[src/rtl/memory_access_unit_pkg.sv]
// Shared constants and types for the memory-stage access controller.
package memory_access_unit_pkg;

  localparam logic [6:0] OP_LOAD  = 7'b0000011;
  localparam logic [6:0] OP_STORE = 7'b0100011;

  localparam logic [2:0] F3_LB  = 3'd0;
  localparam logic [2:0] F3_LH  = 3'd1;
  localparam logic [2:0] F3_LW  = 3'd2;
  localparam logic [2:0] F3_LBU = 3'd4;
  localparam logic [2:0] F3_LHU = 3'd5;
  localparam logic [2:0] F3_SB  = 3'd0;
  localparam logic [2:0] F3_SH  = 3'd1;
  localparam logic [2:0] F3_SW  = 3'd2;

  typedef enum logic [1:0] {IDLE, REQ, WAIT, DONE} mau_state_t;

endpackage

[src/rtl/memory_access_unit_align.sv]
// Combinational lane steering: store byte enables/replication, load extraction/extension,
// and the misaligned / illegal-funct3 fault flag.
module load_store_align
  import memory_access_unit_pkg::*;
#(
  parameter int DATA_WIDTH = 32
) (
  input  logic [1:0]            addr_lo,
  input  logic [2:0]            funct3,
  input  logic                  is_load,
  input  logic                  is_store,
  input  logic [DATA_WIDTH-1:0] store_data,
  input  logic [DATA_WIDTH-1:0] rdata,
  output logic [3:0]            byte_en,
  output logic [DATA_WIDTH-1:0] wdata,
  output logic [DATA_WIDTH-1:0] load_data,
  output logic                  fault
);

  logic [7:0]  sel_byte;
  logic [15:0] sel_half;

  assign sel_byte = rdata[{addr_lo, 3'b000} +: 8];
  assign sel_half = rdata[{addr_lo[1], 4'b0000} +: 16];

  always_comb begin
    byte_en   = '0;
    wdata     = '0;
    load_data = '0;
    fault     = 1'b0;
    if (is_store) begin
      case (funct3)
        F3_SB: begin
          byte_en = 4'b0001 << addr_lo;
          wdata   = {4{store_data[7:0]}};
        end
        F3_SH: begin
          byte_en = addr_lo[1] ? 4'b1100 : 4'b0011;
          wdata   = {2{store_data[15:0]}};
          fault   = addr_lo[0];
        end
        F3_SW: begin
          byte_en = 4'b1111;
          wdata   = store_data;
          fault   = |addr_lo;
        end
        default: fault = 1'b1;
      endcase
    end else if (is_load) begin
      // Loads always fetch the whole word; lane selection happens on the way back.
      byte_en = 4'b1111;
      case (funct3)
        F3_LB:  load_data = {{(DATA_WIDTH-8){sel_byte[7]}}, sel_byte};
        F3_LBU: load_data = {{(DATA_WIDTH-8){1'b0}}, sel_byte};
        F3_LH: begin
          load_data = {{(DATA_WIDTH-16){sel_half[15]}}, sel_half};
          fault     = addr_lo[0];
        end
        F3_LHU: begin
          load_data = {{(DATA_WIDTH-16){1'b0}}, sel_half};
          fault     = addr_lo[0];
        end
        F3_LW: begin
          load_data = rdata;
          fault     = |addr_lo;
        end
        default: fault = 1'b1;
      endcase
    end
  end

endmodule

[src/rtl/memory_access_unit.sv]
// Memory-stage data-memory controller: issues one request per qualified load/store,
// stalls the pipeline until it completes, and returns aligned load data.
module memory_access_unit
  import memory_access_unit_pkg::*;
#(
  parameter int DATA_WIDTH   = 32,
  parameter int ADDRESS_BITS = 20
) (
  input  logic                    clock,
  input  logic                    reset,
  input  logic [DATA_WIDTH-1:0]   ALU_result_memory,
  input  logic [DATA_WIDTH-1:0]   store_data_memory,
  input  logic                    memRead_memory,
  input  logic                    memWrite_memory,
  input  logic [DATA_WIDTH-1:0]   instruction_memory,
  output logic                    dmem_req_valid,
  output logic                    dmem_req_write,
  output logic [ADDRESS_BITS-1:0] dmem_req_addr,
  output logic [DATA_WIDTH-1:0]   dmem_req_wdata,
  output logic [3:0]              dmem_req_byte_en,
  input  logic                    dmem_req_ready,
  input  logic                    dmem_resp_valid,
  input  logic [DATA_WIDTH-1:0]   dmem_resp_rdata,
  output logic [DATA_WIDTH-1:0]   load_data_memory,
  output logic                    memory_stall,
  output logic                    access_fault_memory
);

  mau_state_t state_q, state_d;

  logic [6:0]            opcode;
  logic [2:0]            funct3;
  logic                  is_load, is_store, qualified, issue;
  logic                  al_fault;
  logic [3:0]            al_byte_en;
  logic [DATA_WIDTH-1:0] al_wdata, al_load_data;
  logic                  stall_c, fault_c;
  logic                  unused_bits;

  assign opcode    = instruction_memory[6:0];
  assign funct3    = instruction_memory[14:12];
  assign is_load   = (opcode == OP_LOAD)  && memRead_memory;
  assign is_store  = (opcode == OP_STORE) && memWrite_memory;
  assign qualified = is_load || is_store;
  assign issue     = qualified && !al_fault;

  assign unused_bits = ^{instruction_memory[DATA_WIDTH-1:15], instruction_memory[11:7],
                         ALU_result_memory[DATA_WIDTH-1:ADDRESS_BITS]};

  load_store_align #(.DATA_WIDTH(DATA_WIDTH)) u_align (
    .addr_lo    (ALU_result_memory[1:0]),
    .funct3     (funct3),
    .is_load    (is_load),
    .is_store   (is_store),
    .store_data (store_data_memory),
    .rdata      (dmem_resp_rdata),
    .byte_en    (al_byte_en),
    .wdata      (al_wdata),
    .load_data  (al_load_data),
    .fault      (al_fault)
  );

  always_comb begin
    state_d = state_q;
    stall_c = 1'b0;
    fault_c = 1'b0;
    case (state_q)
      IDLE: begin
        if (issue) begin
          stall_c = 1'b1;
          state_d = REQ;
        end else if (qualified) begin
          fault_c = 1'b1;
        end
      end
      REQ: begin
        stall_c = 1'b1;
        if (dmem_req_ready) state_d = dmem_req_write ? DONE : WAIT;
      end
      WAIT: begin
        stall_c = 1'b1;
        if (dmem_resp_valid) state_d = DONE;
      end
      DONE:    state_d = IDLE;
      default: state_d = IDLE;
    endcase
  end

  // Gated by reset so a mid-access reset releases the pipeline in the same cycle.
  assign memory_stall        = stall_c && !reset;
  assign access_fault_memory = fault_c && !reset;

  always_ff @(posedge clock or posedge reset) begin
    if (reset) begin
      state_q          <= IDLE;
      dmem_req_valid   <= 1'b0;
      dmem_req_write   <= 1'b0;
      dmem_req_addr    <= '0;
      dmem_req_wdata   <= '0;
      dmem_req_byte_en <= '0;
      load_data_memory <= '0;
    end else begin
      state_q        <= state_d;
      dmem_req_valid <= (state_d == REQ);
      if (state_q == IDLE && issue) begin
        dmem_req_write   <= is_store;
        dmem_req_addr    <= {ALU_result_memory[ADDRESS_BITS-1:2], 2'b00};
        dmem_req_wdata   <= al_wdata;
        dmem_req_byte_en <= al_byte_en;
      end
      // Address/funct3 are still held by the stall, so alignment uses live inputs.
      if (state_q == WAIT && dmem_resp_valid) load_data_memory <= al_load_data;
    end
  end

endmodule

[config.mk]
export PLATFORM = sky130hd
export DESIGN_NAME = memory_access_unit
export DESIGN_NICKNAME = d
export VERILOG_FILES = /design/src/rtl/memory_access_unit_pkg.sv /design/src/rtl/memory_access_unit_align.sv /design/src/rtl/memory_access_unit.sv
export SDC_FILE = /design/constraint.sdc
export NUM_CORES = 1
export LEC_CHECK = 0
export ABC_AREA = 1
export CORE_ASPECT_RATIO = 1.75
export CORE_MARGIN = 4
export CORE_UTILIZATION = 43
export CTS_CLUSTER_SIZE = 30
export DETAILED_ROUTE_END_ITERATION = 12
export PLACE_DENSITY_LB_ADDON = 0.3
export SYNTH_ARGS = -nofsm -noshare
export SYNTH_HDL_FRONTEND = slang
export SYNTH_SLANG_ARGS = --single-unit
[constraint.sdc]
create_clock -name clock -period 3.97 [get_ports clock]
set_clock_uncertainty 0.2 [all_clocks]
set_input_delay 0.5955 -clock clock [delete_from_list [all_inputs] [get_ports clock]]
set_output_delay 0.5955 -clock clock [all_outputs]
set_load 0.05 [all_outputs]
# Yosys cells after proc, flatten, opt, wreduce, memory -nomap -nowiden
# Cells that the tools add are included.
[classes] shift=3 muxes=23 n_eq_ne=10 n_reduce_logical=16
[ops] cell="32-bit one-hot mux with 5 select lines" count=1
[ops] cell="32-bit two-way mux" count=3
[ops] cell="32-bit one-hot mux with 3 select lines" count=1
[ops] cell="32-bit by 6-bit indexed part select with 16-bit output" count=1
[ops] cell="32-bit by 6-bit indexed part select with 8-bit output" count=1
[ops] cell="4-bit two-way mux" count=3
[ops] cell="4-bit one-hot mux with 3 select lines" count=1
[ops] cell="2-bit one-hot mux with 4 select lines" count=1
[ops] cell="2-bit OR reduction" count=4
[ops] cell="7-bit by 2-bit == test with 1-bit output, second input constant" count=1
[ops] cell="7-bit by 6-bit == test with 1-bit output, second input constant" count=1
[ops] cell="1-bit logical AND" count=7
[ops] cell="1-bit two-way mux" count=7
[ops] cell="3-bit == test, second input constant" count=2
[ops] cell="2-bit two-way mux" count=3
[ops] cell="1-bit one-hot mux with 3 select lines" count=2
[ops] cell="2-bit by 1-bit == test with 1-bit output, second input constant" count=2
[ops] cell="2-bit == test, second input constant" count=2
[ops] cell="1-bit by 2-bit << shifter with 4-bit output, first input constant" count=1
[ops] cell="3-bit by 1-bit == test with 1-bit output, second input constant" count=1
[ops] cell="3-bit by 2-bit == test with 1-bit output, second input constant" count=1
[ops] cell="3-bit logical NOT" count=1
[ops] cell="1-bit logical NOT" count=2
[ops] cell="2-bit logical NOT" count=1
[ops] cell="other kinds (2)" count=2
[word_totals] inputBits=134 out_inout_bits=92 wordCells=59 register_bits=90

# Logic depth before layout (Yosys ltp)
[logic_depth] depth_word=10 mapped_depth=11 depth_no_buf=9

# Hierarchy
# Synthesis repeated with hierarchy kept, for this count alone.
[hier_totals] hier_cells=756 area_unflattened_um2=5595.4
[by_module_without_submodules] module="memory_access_unit" cells_per_inst=358 seq_area_each_um2=2252.2 n_inst=1 area_each_um2=3908.7
[by_module_without_submodules] module="load_store_align" cells_per_inst=398 seq_area_each_um2=0.0 n_inst=1 area_each_um2=1686.6

# Worst setup path after synthesis
# No wires, ideal clock.
[synth_timing] path_type="in2out" startpoint="input reset" endpoint="output access_fault_memory" setup_slack_ps=29 arrival_ps=3146 n_path_buf=0 path_stages=2 cell_sequence="inv_1 and3_1"
[synth_between] elab_chain_cells=2
[synth_rtl] element="start: declaration" line_no="memory_access_unit.sv:10" text="input logic reset,"
[synth_rtl] element="1-bit logical NOT (no source line)"
[synth_rtl] element="1-bit logical AND" line_no="memory_access_unit.sv:91" text="assign access_fault_memory = fault_c && !reset;"
[synth_rtl] element="end: declaration" line_no="memory_access_unit.sv:26" text="output logic access_fault_memory"
# Every way passes these cells.

# Worst setup path after layout
[layout_timing] startpoint="input instruction_memory[1]" endpoint="output memory_stall"
[layout_between] elab_chain_cells=9 word_cells_on_any_way=12 cone_classes="2 x eq/ne; 4 x mux; 6 x reduce/logical"
[layout_rtl] element="start: declaration" line_no="memory_access_unit.sv:15" text="input logic [DATA_WIDTH-1:0] instruction_memory,"
[layout_rtl] element="7-bit by 2-bit == test with 1-bit output" line_no="memory_access_unit.sv:42" text="assign is_load = (opcode == OP_LOAD) && memRead_memory;"
[layout_rtl] element="1-bit logical AND" line_no="memory_access_unit.sv:42"
[layout_rtl] element="1-bit two-way mux" line_no="memory_access_unit_align.sv:49" text="end else if (is_load) begin"
[layout_rtl] element="1-bit two-way mux" line_no="memory_access_unit_align.sv:31" text="if (is_store) begin"
[layout_rtl] element="1-bit logical NOT" line_no="memory_access_unit.sv:45" text="assign issue = qualified && !al_fault;"
[layout_rtl] element="1-bit logical AND (*)" line_no="memory_access_unit.sv:45"
[layout_rtl] element="1-bit two-way mux (*)" line_no="memory_access_unit.sv:69" text="if (issue) begin"
[layout_rtl] element="1-bit one-hot mux with 2 select lines (*)" line_no="memory_access_unit.sv:67" text="case (state_q)"
[layout_rtl] element="1-bit logical AND (*)" line_no="memory_access_unit.sv:90" text="assign memory_stall = stall_c && !reset;"
[layout_rtl] element="end: declaration" line_no="memory_access_unit.sv:25" text="output logic memory_stall,"
# Every way passes the cells marked *; elsewhere a longest branch is shown, timed or not.

==> impl_metrics.toml <==
[pwr]
p_int_mw = 1.74
ir_drop_mv = 0.258
seq_power_share_pct = 37.4
powerDensity_nw_per_um2 = 356
swShare_pct = 34.2
p_switching_mw = 0.905
power_frac_clock_pct = 33.5
power_frac_comb_pct = 29.1
power.leakage_nw = 3.88

[worst_setup_path]
crit_chain = "clkdlybuf4s50_1, nand2_1, nor3_1, nand2_1, nand2_1, nand4_1, a21oi_1, buf_12"
r2r-start = "state_q[0]"
end_kind = "output pin"
path_common_cell = "nand2_1"
worstSetupStartpointType = "input port"
crit_fanout = 5
worstSetupStartpoint = "instruction_memory[1]"
slowest_delay_ns = 0.48
slowest_stage = "clkdlybuf4s50_1"
required_ns = 3.17
critical_path_arrival_ns = 2.33
path_class = "in2out"

[clock_network]
insertion_delay_ns = 0.33
cts_tree = "done"
clock-root-buffer = "clkbuf_16"
postCtsSetupBuffers = 0
clock_tree.buffer_depth = 2
path_clk_slew_ns = 0.07
cts-htree-levels = 3
cts_buffers = 9
cts-resized-gates = 0
cts_sinks = 90
cts_hold_buf = 0

[synthesis]
syn_inst = 737
netlist_area_um2 = 5210
netlist-cell-type-count = 35
yosys-top-cells-area = "dfrtp_1 43%, nand2_1 22%, nand3_1 6.3%"
async_flop_share_pct = 100
ys_seq_elements = 90
ys_warn_count = 0
synth.top_cell.area_share_pct = 43.3
avgSynthCellArea_um2 = 7.06
synth_area_leader_cell = "dfrtp_1"
synth_most_common_cell = "nand2_1"
ys_top_cells_by_count = "303 x nand2_1, 90 x dfrtp_1, 66 x nand3_1, 56 x inv_1, 51 x nor2_1"
seq_area_frac_synth_pct = 43.3
synth-edff-count = 0
synth_ff_type = "dfrtp_1"

[sta]
slew_headroom_pct = 46.4
period_share_pct = 78.8
rsz0062_at_grt = "false"
fin_crit_ns = 3.13
final-hold-violation-count = 0
slew_violations = 0
max_freq_mhz = 320
finalSetupViolations = 0
worst_slew_pin_slew_ns = 0.803
tns_ns = 0

[drt]
via_count = 5401
detail_route.iter0.violations = 142
drtAntennaViolNets = 0
met1_length_um = 6110
drc = 0
dr_wl_met3_um = 1220
wirelength_um = 16600
topRoutingLayerUsed = "met4"
wl_per_cell_um = 15.8
viasPerCell = 5.16
wl_met2_um = 8520
dr.pass1.iters = 5

[flow_run]
cap_violations = 0

[place]
hpwl_um = 12200
place.gp.congestion = 0.919
port_buffers = 189
place_area_um2 = 7120

[floorplan]
die-area_um2 = 14000
num_io_pins = 226
die_w_um = 91.2
coreArea_um2 = 11700
die-height_um = 154
initial_core_util_pct = 44.5
rows = 52

[finish]
drive_above_1_share_pct = 5.37
fin_area_um2 = 7430
area_growth_pct = 42.8
nFillCells = 1064
fin_nets = 1046
n_antenna_cell = 0

[global_route]
grt_max_degree = 64
antenna_found_initial = 0
overflow = 0
grt_pass1_vias = 5419
grt_pass1_wl_um = 27000
track_usage_pct = 23.9

[min_path]
hp-class = "reg2reg"
hp-start = "dmem_req_byte_en[3]"

[status]
status = "finished clean"
==> metrics by stage <==
step	worst slack, ns	power [mW]	hold WS [ns]	utilization, %	std cells
floorplan	0.0289	1.48	0.385	-	738
global placement	0.852	1.77	0.260	60.8	1031
detailed placement	0.854	1.78	0.264	60.8	1031
CTS	0.847	2.67	0.283	63.5	1047
global route	0.734	2.78	0.295	63.5	1047
finish	0.843	2.64	0.279	63.5	1047
==> cell families after synthesis <==
kind of cell | count (synthesis) | synth area share, %
and+or+nand+nor | 447 | 36.0
buffers and inverters | 104 | 9.66
AOI/OAI and AO/OA | 90 | 9.78
DFF | 90 | 43.3
adders and majority gates | 5 | 1.20
other | 1 | 0.0720
==> state kept, by name (all words and copies together), names as in the netlist <==
register          count
load_data_memory     32
dmem_req_valid        1
dmem_req_wdata       32
dmem_req_write        1
dmem_req_byte_en      4
dmem_req_addr        18
state_q               2
==> critical path: cells and delay by family <==
kind,cells,cell delay (ns)
AO/OA/AOI/OAI,1,0.29
AND/OR/NAND/NOR,5,0.78
buffers and inverters,2,0.66
==> cell type report <==
type	count	area, um^2	share of cell area (%)
Inverter	61	231	3.11
Clock buffer	10	239	3.21
Clock inverter	6	71.3	0.959
Multi-Input combinational cell	544	2460	33.1
Timing Repair Buffer	201	2010	27.1
Tap cell	135	169	2.27
Sequential cell	90	2250	30.3
==> path summary, 6_finish.rpt <==
kind | to | slack, ns | cells past startpoint
setup / recovery | memory_stall | 0.84 | 8
max in group asynchronous | dmem_req_wdata[7] | 1.98 | 3
min in group asynchronous | state_q[0] | 0.46 | 2
hold / removal | dmem_req_byte_en[3] | 0.28 | 2
setup reg to reg | load_data_memory[8] | 1.63 | 9
hold reg to reg | dmem_req_byte_en[3] | 0.28 | 2
==> power groups by stage <==
stage	Sequential, mW	Clock [mW]	Combinational (mW)
floorplan	1.13	0	0.345
global placement	1.01	0	0.763
detailed placement	1.01	0	0.768
CTS	0.990	0.907	0.771
global route	0.999	0.951	0.834
finish	0.990	0.885	0.769
==> per-layer routing <==
layer,global-route usage [%],vias to the layer above
met5,0,-
met1,26.6,2475
met2,42.0,206
met4,11.7,0
met3,5.77,49
li1,-,2671
==> layout by cell type, fill, tap and decap left out, drive strengths merged <==
master         Yosys  final
nand2            308    308
clkdlybuf4s50      0    187
dfrtp             90     90
nand3             66     66
inv               61     63
nor2              56     56
o21ai             33     33
a21oi             32     32
buf               29     14
nand3b            12     12
clkbuf            14     10
o22ai              8      8
o31ai              7      7
a21o               6      6
ha                 5      5
conb               1      2
clkinvlp           0      2
o211ai             1      1
nor3               1      1
nand4              1      1
nor3b              1      1
a32oi              1      1
o2111ai            1      1
o21a               1      1
or2                1      1
and3               1      1
bufinv             0      1
clkinv             0      1
Note: power is estimated with default switching activity, not from simulation.
